==> src/rtl/nfc_pkg.sv <==
// Shared types and constants for the NAND host sequencer.
package nfc_pkg;

  localparam int PAGE_BYTES = 2048;

  typedef enum logic [2:0] {
    OP_PROG  = 3'b001,
    OP_READ  = 3'b010,
    OP_RESET = 3'b011,
    OP_ERASE = 3'b100,
    OP_RDID  = 3'b101
  } nfc_op_e;

  typedef enum logic [2:0] {
    S_IDLE,
    S_FILL,
    S_ISSUE,
    S_WAIT,
    S_DRAIN,
    S_RESP
  } nfc_state_e;

  // rsp_status = {timeout, op_err, illegal}
  localparam int STS_TIMEOUT = 2;
  localparam int STS_OPERR   = 1;
  localparam int STS_ILLEGAL = 0;

endpackage

==> src/rtl/nfc_rd_skid.sv <==
// Output register plus one skid entry; absorbs the byte still in flight
// from the buffer when the consumer stalls.
module nfc_rd_skid (
  input  logic       clk,
  input  logic       reset,
  input  logic       in_valid,
  input  logic [7:0] in_data,
  input  logic       out_ready,
  output logic       out_valid,
  output logic [7:0] out_data,
  output logic       busy
);

  logic       sk_valid;
  logic [7:0] sk_data;
  logic       take;

  assign take = !out_valid || out_ready;
  assign busy = sk_valid || (out_valid && !out_ready);

  always_ff @(posedge clk) begin
    if (reset) begin
      out_valid <= 1'b0;
      out_data  <= '0;
      sk_valid  <= 1'b0;
      sk_data   <= '0;
    end else if (take) begin
      if (sk_valid) begin
        // older byte in the skid always goes out first
        out_valid <= 1'b1;
        out_data  <= sk_data;
        sk_valid  <= in_valid;
        if (in_valid) sk_data <= in_data;
      end else begin
        out_valid <= in_valid;
        if (in_valid) out_data <= in_data;
      end
    end else if (in_valid) begin
      sk_valid <= 1'b1;
      sk_data  <= in_data;
    end
  end

endmodule

==> src/rtl/nfc_host_seq.sv <==
// Host-side command sequencer: fills the page buffer, kicks the NAND
// controller, waits for completion and drains read data.
module nfc_host_seq #(
  parameter int PAGE_BYTES  = nfc_pkg::PAGE_BYTES,
  parameter int ID_BYTES    = 5,
  parameter int TIMEOUT_CYC = 1000000
) (
  input  logic        clk,
  input  logic        reset,
  input  logic        req_valid,
  output logic        req_ready,
  input  logic [2:0]  req_op,
  input  logic [15:0] req_addr,
  input  logic        wr_valid,
  output logic        wr_ready,
  input  logic [7:0]  wr_data,
  output logic        rd_valid,
  input  logic        rd_ready,
  output logic [7:0]  rd_data,
  output logic        rsp_valid,
  output logic [2:0]  rsp_status,
  output logic        BF_Sel,
  output logic        BF_we,
  output logic [10:0] BF_ad,
  output logic [7:0]  BF_din,
  input  logic [7:0]  BF_dou,
  output logic [2:0]  nfc_cmd,
  output logic        nfc_strt,
  input  logic        nfc_done,
  output logic [15:0] RWA,
  input  logic        Perr,
  input  logic        EErr,
  input  logic        RErr
);
  import nfc_pkg::*;

  localparam int TW = $clog2(TIMEOUT_CYC + 1);

  nfc_state_e    state;
  logic [2:0]    op;
  logic [15:0]   addr;
  logic [10:0]   cnt;
  logic [TW-1:0] tcnt;
  logic          fetch_done;
  logic          inflight;
  logic [10:0]   last_idx;
  logic          beat;
  logic          fetch;
  logic          skid_busy;
  logic          drain_end;
  logic          op_err;

  assign beat      = (state == S_FILL) && wr_valid;
  // fetching only while the consumer is ready keeps BF_ad frozen on a stall
  assign fetch     = (state == S_DRAIN) && rd_ready && !fetch_done;
  assign last_idx  = (op == OP_READ) ? 11'(PAGE_BYTES - 1) : 11'(ID_BYTES - 1);
  assign drain_end = fetch_done && !inflight && !skid_busy;
  assign op_err    = (op == OP_PROG  && Perr) ||
                     (op == OP_ERASE && EErr) ||
                     (op == OP_READ  && RErr);

  assign wr_ready = (state == S_FILL);
  assign BF_Sel   = (state == S_FILL) || (state == S_DRAIN);
  assign BF_we    = beat;
  assign BF_din   = beat ? wr_data : 8'h00;
  assign BF_ad    = BF_Sel ? cnt : 11'h000;

  always_ff @(posedge clk) begin
    if (reset) begin
      state      <= S_IDLE;
      req_ready  <= 1'b1;
      op         <= '0;
      addr       <= '0;
      cnt        <= '0;
      tcnt       <= '0;
      fetch_done <= 1'b0;
      inflight   <= 1'b0;
      nfc_strt   <= 1'b0;
      nfc_cmd    <= '0;
      RWA        <= '0;
      rsp_valid  <= 1'b0;
      rsp_status <= '0;
    end else begin
      inflight <= fetch;
      case (state)
        S_IDLE: if (req_valid && req_ready) begin
          op         <= req_op;
          addr       <= req_addr;
          req_ready  <= 1'b0;
          cnt        <= '0;
          tcnt       <= '0;
          fetch_done <= 1'b0;
          rsp_status <= '0;
          case (req_op)
            OP_PROG: state <= S_FILL;
            OP_READ, OP_ERASE, OP_RESET, OP_RDID: begin
              state    <= S_ISSUE;
              nfc_strt <= 1'b1;
              nfc_cmd  <= req_op;
              RWA      <= req_addr;
            end
            default: begin
              state                   <= S_RESP;
              rsp_valid               <= 1'b1;
              rsp_status[STS_ILLEGAL] <= 1'b1;
            end
          endcase
        end
        S_FILL: if (beat) begin
          if (cnt == 11'(PAGE_BYTES - 1)) begin
            cnt      <= '0;
            state    <= S_ISSUE;
            nfc_strt <= 1'b1;
            nfc_cmd  <= op;
            RWA      <= addr;
          end else begin
            cnt <= cnt + 11'd1;
          end
        end
        S_ISSUE: begin
          nfc_strt <= 1'b0;
          state    <= S_WAIT;
        end
        S_WAIT: begin
          if (nfc_done) begin
            rsp_status[STS_OPERR] <= op_err;
            if (op == OP_READ || op == OP_RDID) begin
              state <= S_DRAIN;
            end else begin
              state     <= S_RESP;
              rsp_valid <= 1'b1;
            end
          end else if (tcnt == TW'(TIMEOUT_CYC - 1)) begin
            rsp_status[STS_TIMEOUT] <= 1'b1;
            state                   <= S_RESP;
            rsp_valid               <= 1'b1;
          end else begin
            tcnt <= tcnt + 1'b1;
          end
        end
        S_DRAIN: begin
          if (fetch) begin
            if (cnt == last_idx) fetch_done <= 1'b1;
            else                 cnt        <= cnt + 11'd1;
          end
          if (drain_end) begin
            state     <= S_RESP;
            rsp_valid <= 1'b1;
          end
        end
        S_RESP: begin
          rsp_valid  <= 1'b0;
          rsp_status <= '0;
          req_ready  <= 1'b1;
          nfc_cmd    <= '0;
          RWA        <= '0;
          cnt        <= '0;
          state      <= S_IDLE;
        end
        default: state <= S_IDLE;
      endcase
    end
  end

  nfc_rd_skid u_skid (
    .clk      (clk),
    .reset    (reset),
    .in_valid (inflight),
    .in_data  (BF_dou),
    .out_ready(rd_ready),
    .out_valid(rd_valid),
    .out_data (rd_data),
    .busy     (skid_busy)
  );

endmodule
==> config.mk <==
export PLATFORM = sky130hd
export DESIGN_NAME = nfc_host_seq
export DESIGN_NICKNAME = d
export VERILOG_FILES = /design/src/rtl/nfc_pkg.sv /design/src/rtl/nfc_rd_skid.sv /design/src/rtl/nfc_host_seq.sv
export SDC_FILE = /design/constraint.sdc
export NUM_CORES = 1
export LEC_CHECK = 0
export CAP_MARGIN = 20
export CORE_ASPECT_RATIO = 0.5
export CORE_MARGIN = 3
export CORE_UTILIZATION = 43
export DETAILED_ROUTE_END_ITERATION = 7
export PLACE_DENSITY = 0.69
export SLEW_MARGIN = 20
export SYNTH_ARGS = -nofsm -noshare
export SYNTH_HDL_FRONTEND = slang
export SYNTH_SLANG_ARGS = --single-unit
==> constraint.sdc <==
create_clock -name clk -period 2.7 [get_ports clk]
set_input_delay 0.54 -clock clk [delete_from_list [all_inputs] [get_ports clk]]
set_output_delay 0.54 -clock clk [all_outputs]
set_load 0.05 [all_outputs]
==> results of run 1 <==
==> logic make-up after synthesis <==
group / after synthesis / synth area share (%)
AO/OA/AOI/OAI: 156 / 21.17
XOR/XNOR: 4 / 0.7212
adder cells (fa/ha/maj): 2 / 0.5150
buffers and inverters: 46 / 4.069
flip-flops: 98 / 40.38
multiplexers: 20 / 4.172
AND/OR/NAND/NOR: 264 / 28.97
==> path summary, 6_finish.rpt <==
path	start	endpoint	slack, ps
setup / recovery	state[0]	BF_ad[5]	210
hold / removal	addr[3]	addr[3]	450
setup reg to reg	state[0]	cnt[9]	400
hold reg to reg	addr[3]	addr[3]	450
==> power groups by stage <==
| stage | Sequential, W | Combinational, W | Clock, W |
|---|---|---|---|
| floorplan | 0.00220 | 0.00134 | 0 |
| global placement | 0.00186 | 0.00242 | 0 |
| detailed placement | 0.00186 | 0.00244 | 0 |
| CTS | 0.00183 | 0.00245 | 0.00130 |
| global route | 0.00187 | 0.00264 | 0.00136 |
| finish | 0.00184 | 0.00243 | 0.00128 |
==> worst max-delay path: stages, from the launching register on <==
cell	delay, ps
dfxtp_1	660
xnor2_1	250
nor2_1	130
buf_4	190
and2_1	220
buf_12	160
==> placed cells by master, fill, tap and decap left out, drive strengths merged, types with 5 or more instances in the layout <==
cell           instances
clkbuf                11
dfxtp                 98
clkdlybuf4s50         76
and3                  15
or3                   14
o21ai                 14
or4                   12
inv                   10
mux2i                 18
a211oi                28
and2                  13
nor3b                 20
nand3                 10
a21oi                 77
nand4                  9
buf                   43
nor4                   5
nor3                  12
nand2                 74
o31ai                 11
nor2                  59
==> per-stage QoR <==
stage / std cells / hold WS [ps] / power, W / setup WS, ps / area [µm²]
after floorplan: 590 / 430.7 / 0.003540 / 203.1 / 4858
after global placement: 811 / 436.4 / 0.004279 / 78.69 / 6127
after detailed placement: 811 / 445.1 / 0.004304 / 37.41 / 6127
after CTS: 827 / 454.4 / 0.005581 / 201.1 / 6425
after global routing: 827 / 477.4 / 0.005873 / 25.89 / 6425
final: 827 / 452.0 / 0.005550 / 208.7 / 6425
==> state kept, by name, summed over array words and instances (netlist names), 8 cells and up <==
register         count
u_skid.out_data      8
cnt                 11
RWA                 16
tcnt                20
u_skid.sk_data       8
addr                16
==> per-layer routing <==
| layer | up-vias | share of wire, % |
|---|---|---|
| met5 | - | 0 |
| met4 | 0 | 0.74 |
| met3 | 8 | 5.2 |
| met2 | 100 | 44 |
| met1 | 2083 | 50 |
| li1 | 2336 | - |
==> layout make-up <==
cell class,instances,area (µm²)
multi-input cells,446,2704
inverters,8,30.03
clock inverters,5,45.04
clock buffers,11,252.7
repair buffers,119,1256
flip-flops and latches,98,1962
well taps,140,175.2
fillers,961,4180
==> metrics.md, run 1 <==
| Metric | Value |
|---|---|
| Met2 GRT Util | `a little under a third` |
| Clock Latency Late Sink | `350 ps` |
| Global routing's busiest layer | `met2` |
| Sequential element share of the synthesized area | `40.38%` |
| Top-area cell type share of the netlist area | `40.38%` |
| Remaining DRCs | `0` |
| Post-Synthesis Cell Area | `0.004858 mm²` |
| Top-count cell post-synth | `dfxtp_1` |
| ANT cells | `0` |
| Area grow syn2layout | `32.24%` |
| Global Route Usage Sum | `just under 20%` |
| Final worst-path cycle share | `between 90% and 100%` |
| Core Region | `roughly 0.011 mm²` |
| Vias in the first global route | `4105` |
| Hold-fix buffers, CTS | `0` |
| Worst rel slew slack | `34.52%` |
| Crit path arrival time | `just under 2000 ps` |
| Achievable frequency | `~0.40 GHz` |
| CTS tree | `done` |
| Ys Warns | `0` |
| Mapped Cells | `between 500 and 600` |
| Postcts setup bufs | `0` |
| Mean Syn Cell Area | `~8.2 µm²` |
| Die X | `156.3 µm` |
| Cell accounting for the most synthesized area | `dfxtp_1` |
| NetSw | `about 0.0023 W` |
| Leak | `roughly 2.3 nW` |
| Reported max-cap violation count | `0` |
| Worst setup SP type | `flip-flop` |
| Sequential Power Share | `about a third` |
| Buffers added on ports | `99` |
| CP required | `approximately 2200 ps` |
| Combinational power share | `a little over two fifths` |
| Worst hold path type | `flip-flop to flip-flop` |
| Drt via density | `5.474` |
| Result of the run | `complete, no violations` |
| Fin nets | `between 700 and 800` |
| Async set-reset flop share out of synthesis | `0%` |
| DRT iter0 DRCs | `roughly 200` |
| DPL Wire Length | `8.604 mm` |
| Rows | `26` |
| CTS Buffer Depth | `2` |
| Area of the die | `~0.013 mm²` |
| Setup_tns | `0 ps` |
| Starting Density | `a little under half` |
| Post-route minimum period | `around 2500 ps` |
| CTS clk-pin slew, worst paths | `around 70 ps` |
| Root Buffer | `clkbuf_16` |
| Ports | `100` |
| WL per Instance | `between 10 and 15 µm` |
| DR vias | `between 4000 and 5000` |
| Clock Sink Count | `98` |
| Peak VDD IR | `roughly 0.46 mV` |
| Total Wirelength | `12.21 mm` |
| Total CTS buffers | `9` |
| Largest cells by area after synthesis | `dfxtp_1, a21oi_1, nand2_1` |
| Top_reg_cell synth | `dfxtp_1` |
| Clock Power Share | `23.0%` |
| H-tree depth | `3` |
| Fin util | `approximately three fifths` |
| Syn nets | `about 640` |
| GR Util met3 | `5.269%` |
| RSZ-0062 raised after global routing | `no` |
| Die Y | `81.16 µm` |
| Final setup violation count | `0` |
| Grt met1 use | `26.99%` |
| Grt ovf | `0` |
| Initial antenna violation count | `0` |
| Synth Register Bits | `slightly below 100` |
| Pins over their slew limit | `0` |
| Fraction of layout cells with a size suffix above 1 | `between 10% and 20%` |
| Pin count of the biggest net entering global routing | `40` |
| Pint | `roughly 0.0032 W` |
| Clock Skews | `around 9.5 ps` |
| Critical Path Fanout Max | `17` |
| DR pass1 iterations | `4` |
| First-pass GRT wire length | `between 20 and 25 mm` |
| Final ANT Viol Nets | `0` |
| Number of cells on the worst reg-to-reg path | `5` |
| Final Hold Fails | `0` |
| Number of synthesized flops with an enable pin | `0` |
| Final Wtd Congestion | `0.9064` |
| Cts repair resizes | `0` |
| Sw Ratio | `between 40% and 50%` |
| Slew @ Worst Pin | `between 900 and 1000 ps` |
| Critical path type | `flip-flop to output pin` |
| Hold Path Depth | `2` |
| CP Capture Type | `output pin` |
| Unique masters post-synth | `65` |
| Power per cell area | `around 860 mW/mm²` |
| Post-synth top cells | `dfxtp_1, a21oi_1, nand2_1, nor2_1, a211oi_1` |
Note: power is estimated with default switching activity, not from simulation.
==> run 2, diff against run 1 <==
--- a/config.mk
+++ b/config.mk
@@ -6,12 +6,14 @@
 export NUM_CORES = 1
 export LEC_CHECK = 0
 export CAP_MARGIN = 20
+export CELL_PAD_IN_SITES_DETAIL_PLACEMENT = 1
+export CELL_PAD_IN_SITES_GLOBAL_PLACEMENT = 2
 export CORE_ASPECT_RATIO = 0.5
 export CORE_MARGIN = 3
-export CORE_UTILIZATION = 43
+export CORE_UTILIZATION = 30
 export DETAILED_ROUTE_END_ITERATION = 7
-export PLACE_DENSITY = 0.69
-export SLEW_MARGIN = 20
+export PLACE_DENSITY_LB_ADDON = 0.1
+export SLEW_MARGIN = 25
 export SYNTH_ARGS = -nofsm -noshare
 export SYNTH_HDL_FRONTEND = slang
 export SYNTH_SLANG_ARGS = --single-unit
==> run 2 against run 1 <==
Setup slack improved by 89 ps; clock skew rose by 2.7 ps; total power rose by 4.8%; via count rose by 4.3%; largest power group unchanged.
==> metrics.md, run 2 (same netlist as run 1, synthesis figures left out) <==
| Metric | Value |
|---|---|
| Final Wtd Congestion | `0.7812 (-14%)` |
| Hold-fix buffers, CTS | `0 (unchanged)` |
| Crit. Startpoint | `state[0]` |
| Met3 WL | `659 µm (+4.4%)` |
| Result of the run | `complete, no violations` |
| Post-route minimum period | `2402 ps (-89.08 ps)` |
| Most common cell after layout, fill and taps aside | `dfxtp_1` |
| Core Region | `0.01562 mm² (+47%)` |
| Die X | `186.0 µm (+19%)` |
| CTS Buffer Depth | `2 (unchanged)` |
| Area occupied by multi-input gates | `0.002706 mm² (about the same)` |
| Slew @ Worst Pin | `1004 ps (+28.41 ps)` |
| Worst setup SP type | `flip-flop` |
| Reported max-cap violation count | `0 (unchanged)` |
| Register with the most flip-flops | `tcnt` |
| CTS clk-pin slew, worst paths | `80 ps (about the same)` |
| Hold Path Depth | `2 (unchanged)` |
| Sequential cell area | `0.001963 mm² (about the same)` |
| Ports | `100 (unchanged)` |
| Reg-to-Reg End | `tcnt[3]` |
| ANT cells | `0 (unchanged)` |
| Peak VDD IR | `0.4254 mV (-7.7%)` |
| Area grow syn2layout | `35.64%` |
| Total CTS buffers | `9 (unchanged)` |
| DR pass1 iterations | `4 (unchanged)` |
| Area of the die | `0.01785 mm² (+41%)` |
| Global Route Usage Sum | `17.93% (-1.7 points)` |
| Initial antenna violation count | `0 (unchanged)` |
| Biggest regs | `tcnt x20, RWA x16, addr x16` |
| CP required | `2160 ps (about the same)` |
| Final ANT Viol Nets | `0 (unchanged)` |
| Setup_tns | `0 ps (unchanged)` |
| Pins over their slew limit | `0 (unchanged)` |
| Flop-to-flop setup slack | `330 ps (-70 ps)` |
| Placed cell count | `883 (+8.9%)` |
| Final Hold Fails | `0 (unchanged)` |
| DPL Wire Length | `11.05 mm (+28%)` |
| Total Wirelength | `15.36 mm (+26%)` |
| DRT iter0 DRCs | `206 (+5.6%)` |
| Drt via density | `5.254 (-4.0%)` |
| Setup crit end | `BF_ad[5]` |
| Buffers added on ports | `99 (unchanged)` |
| Die Y | `95.99 µm (+18%)` |
| H-tree depth | `3 (unchanged)` |
| Achievable frequency | `0.4163 GHz (+3.7%)` |
| Remaining DRCs | `0 (unchanged)` |
| Final worst-path cycle share | `88.97% (-3.3 points)` |
| Met2 wire len | `6.850 mm (+26%)` |
| Critical Path Fanout Max | `9 (-8)` |
| Post-Layout Cell Count | `899 (+8.7%)` |
| Max FFs per register | `20 (unchanged)` |
| M1 wire length | `7.761 mm (+28%)` |
| Power per cell area | `882.6 mW/mm² (+2.2%)` |
| RSZ-0062 raised after global routing | `no` |
| Leak | `2.350 nW (+2.1%)` |
| Root Buffer | `clkbuf_16` |
| Fraction of layout cells with a size suffix above 1 | `13.38% (+1.3 points)` |
| Pin count of the biggest net entering global routing | `59 (+48%)` |
| Clock Latency Late Sink | `350 ps (about the same)` |
| Commonest non-fill, non-tap cells in the layout | `dfxtp_1, clkdlybuf4s50_1, a21oi_1` |
| Rows | `32 (+23%)` |
| Worst hold path type | `flip-flop to flip-flop` |
| Clock Skews | `12.19 ps (+2.717 ps)` |
| Grt ovf | `0 (unchanged)` |
| Topmost layer with routed signal wires | `met4` |
| CTS tree | `done` |
| HP Start | `addr[10]` |
| Vias in the first global route | `4683 (+14%)` |
| WL per Instance | `17.08 µm (+16%)` |
| Fin nets | `736 (+1.1%)` |
| Reg2reg start | `tcnt[6]` |
| First-pass GRT wire length | `25.14 mm (+23%)` |
| Crit path arrival time | `1860 ps (-90 ps)` |
| FILL cells | `1848 (+92%)` |
| Number of cells on the worst reg-to-reg path | `6 (+1)` |
| CP Capture Type | `output pin` |
| Final setup violation count | `0 (unchanged)` |
| Critical path type | `flip-flop to output pin` |
| Starting Density | `31.11% (-15 points)` |
| DR vias | `4723 (+4.3%)` |
| Clock Sink Count | `98 (unchanged)` |
| Worst rel slew slack | `32.62% (-1.9 points)` |
-- run 2: power breakdown --
part	switching (W)	leakage (nW)	internal, W	total (W)
Sequential	0.000178	0.797	0.00166	0.00184
Combinational	0.00164	1.40	0.000943	0.00258
Clock	0.000648	0.153	0.000746	0.00139
-- run 2: how the worst min path moves through the flow --
stage	endpoint
floorplan	fetch_done
global placement	addr[0]
detailed placement	addr[13]
CTS	addr[13]
global route	addr[15]
finish	addr[10]
-- run 2: per-layer routing --
layer	global-route usage (%)	vias to the layer above
li1	-	2353
met5	0	-
met4	3.034	0
met2	28.92	86
met3	4.266	7
met1	24.88	2277
-- run 2: what timing repair did --
item,4_1_cts,5_1_grt
gates resized for setup,0,1
endpoints found under the setup margin,0,1
hold endpoints to repair,0,0
setup buffers,0,0
-- run 2: worst max-delay path, cell delays in order, from the launching register on --
cell and delay, ps:
dfxtp_1 470, xnor2_1 180, nor2_1 210, buf_4 220, and2_1 260, buf_12 170
-- run 2: cell type report --
cell class | count | area share [%]
flip-flops and latches | 98 | 29.79
clock inverters | 7 | 1.424
clock buffers | 9 | 3.418
well taps | 204 | 3.873
repair buffers | 127 | 19.97
multi-input cells | 446 | 41.07
inverters | 8 | 0.4557
-- run 2: stage by stage --
step	hold WS [ps]	cell area (µm²)	setup slack (ps)	total power, W	util (%)
final	454.1	6590	297.7	0.005816	42.20
after global routing	479.0	6590	104.5	0.006229	42.20
after CTS	456.5	6586	99.57	0.005901	42.18
after global placement	437.0	6267	17.78	0.004451	40.14
after detailed placement	445.5	6267	2.744	0.004483	40.14
after floorplan	430.7	4858	203.1	0.003540	-
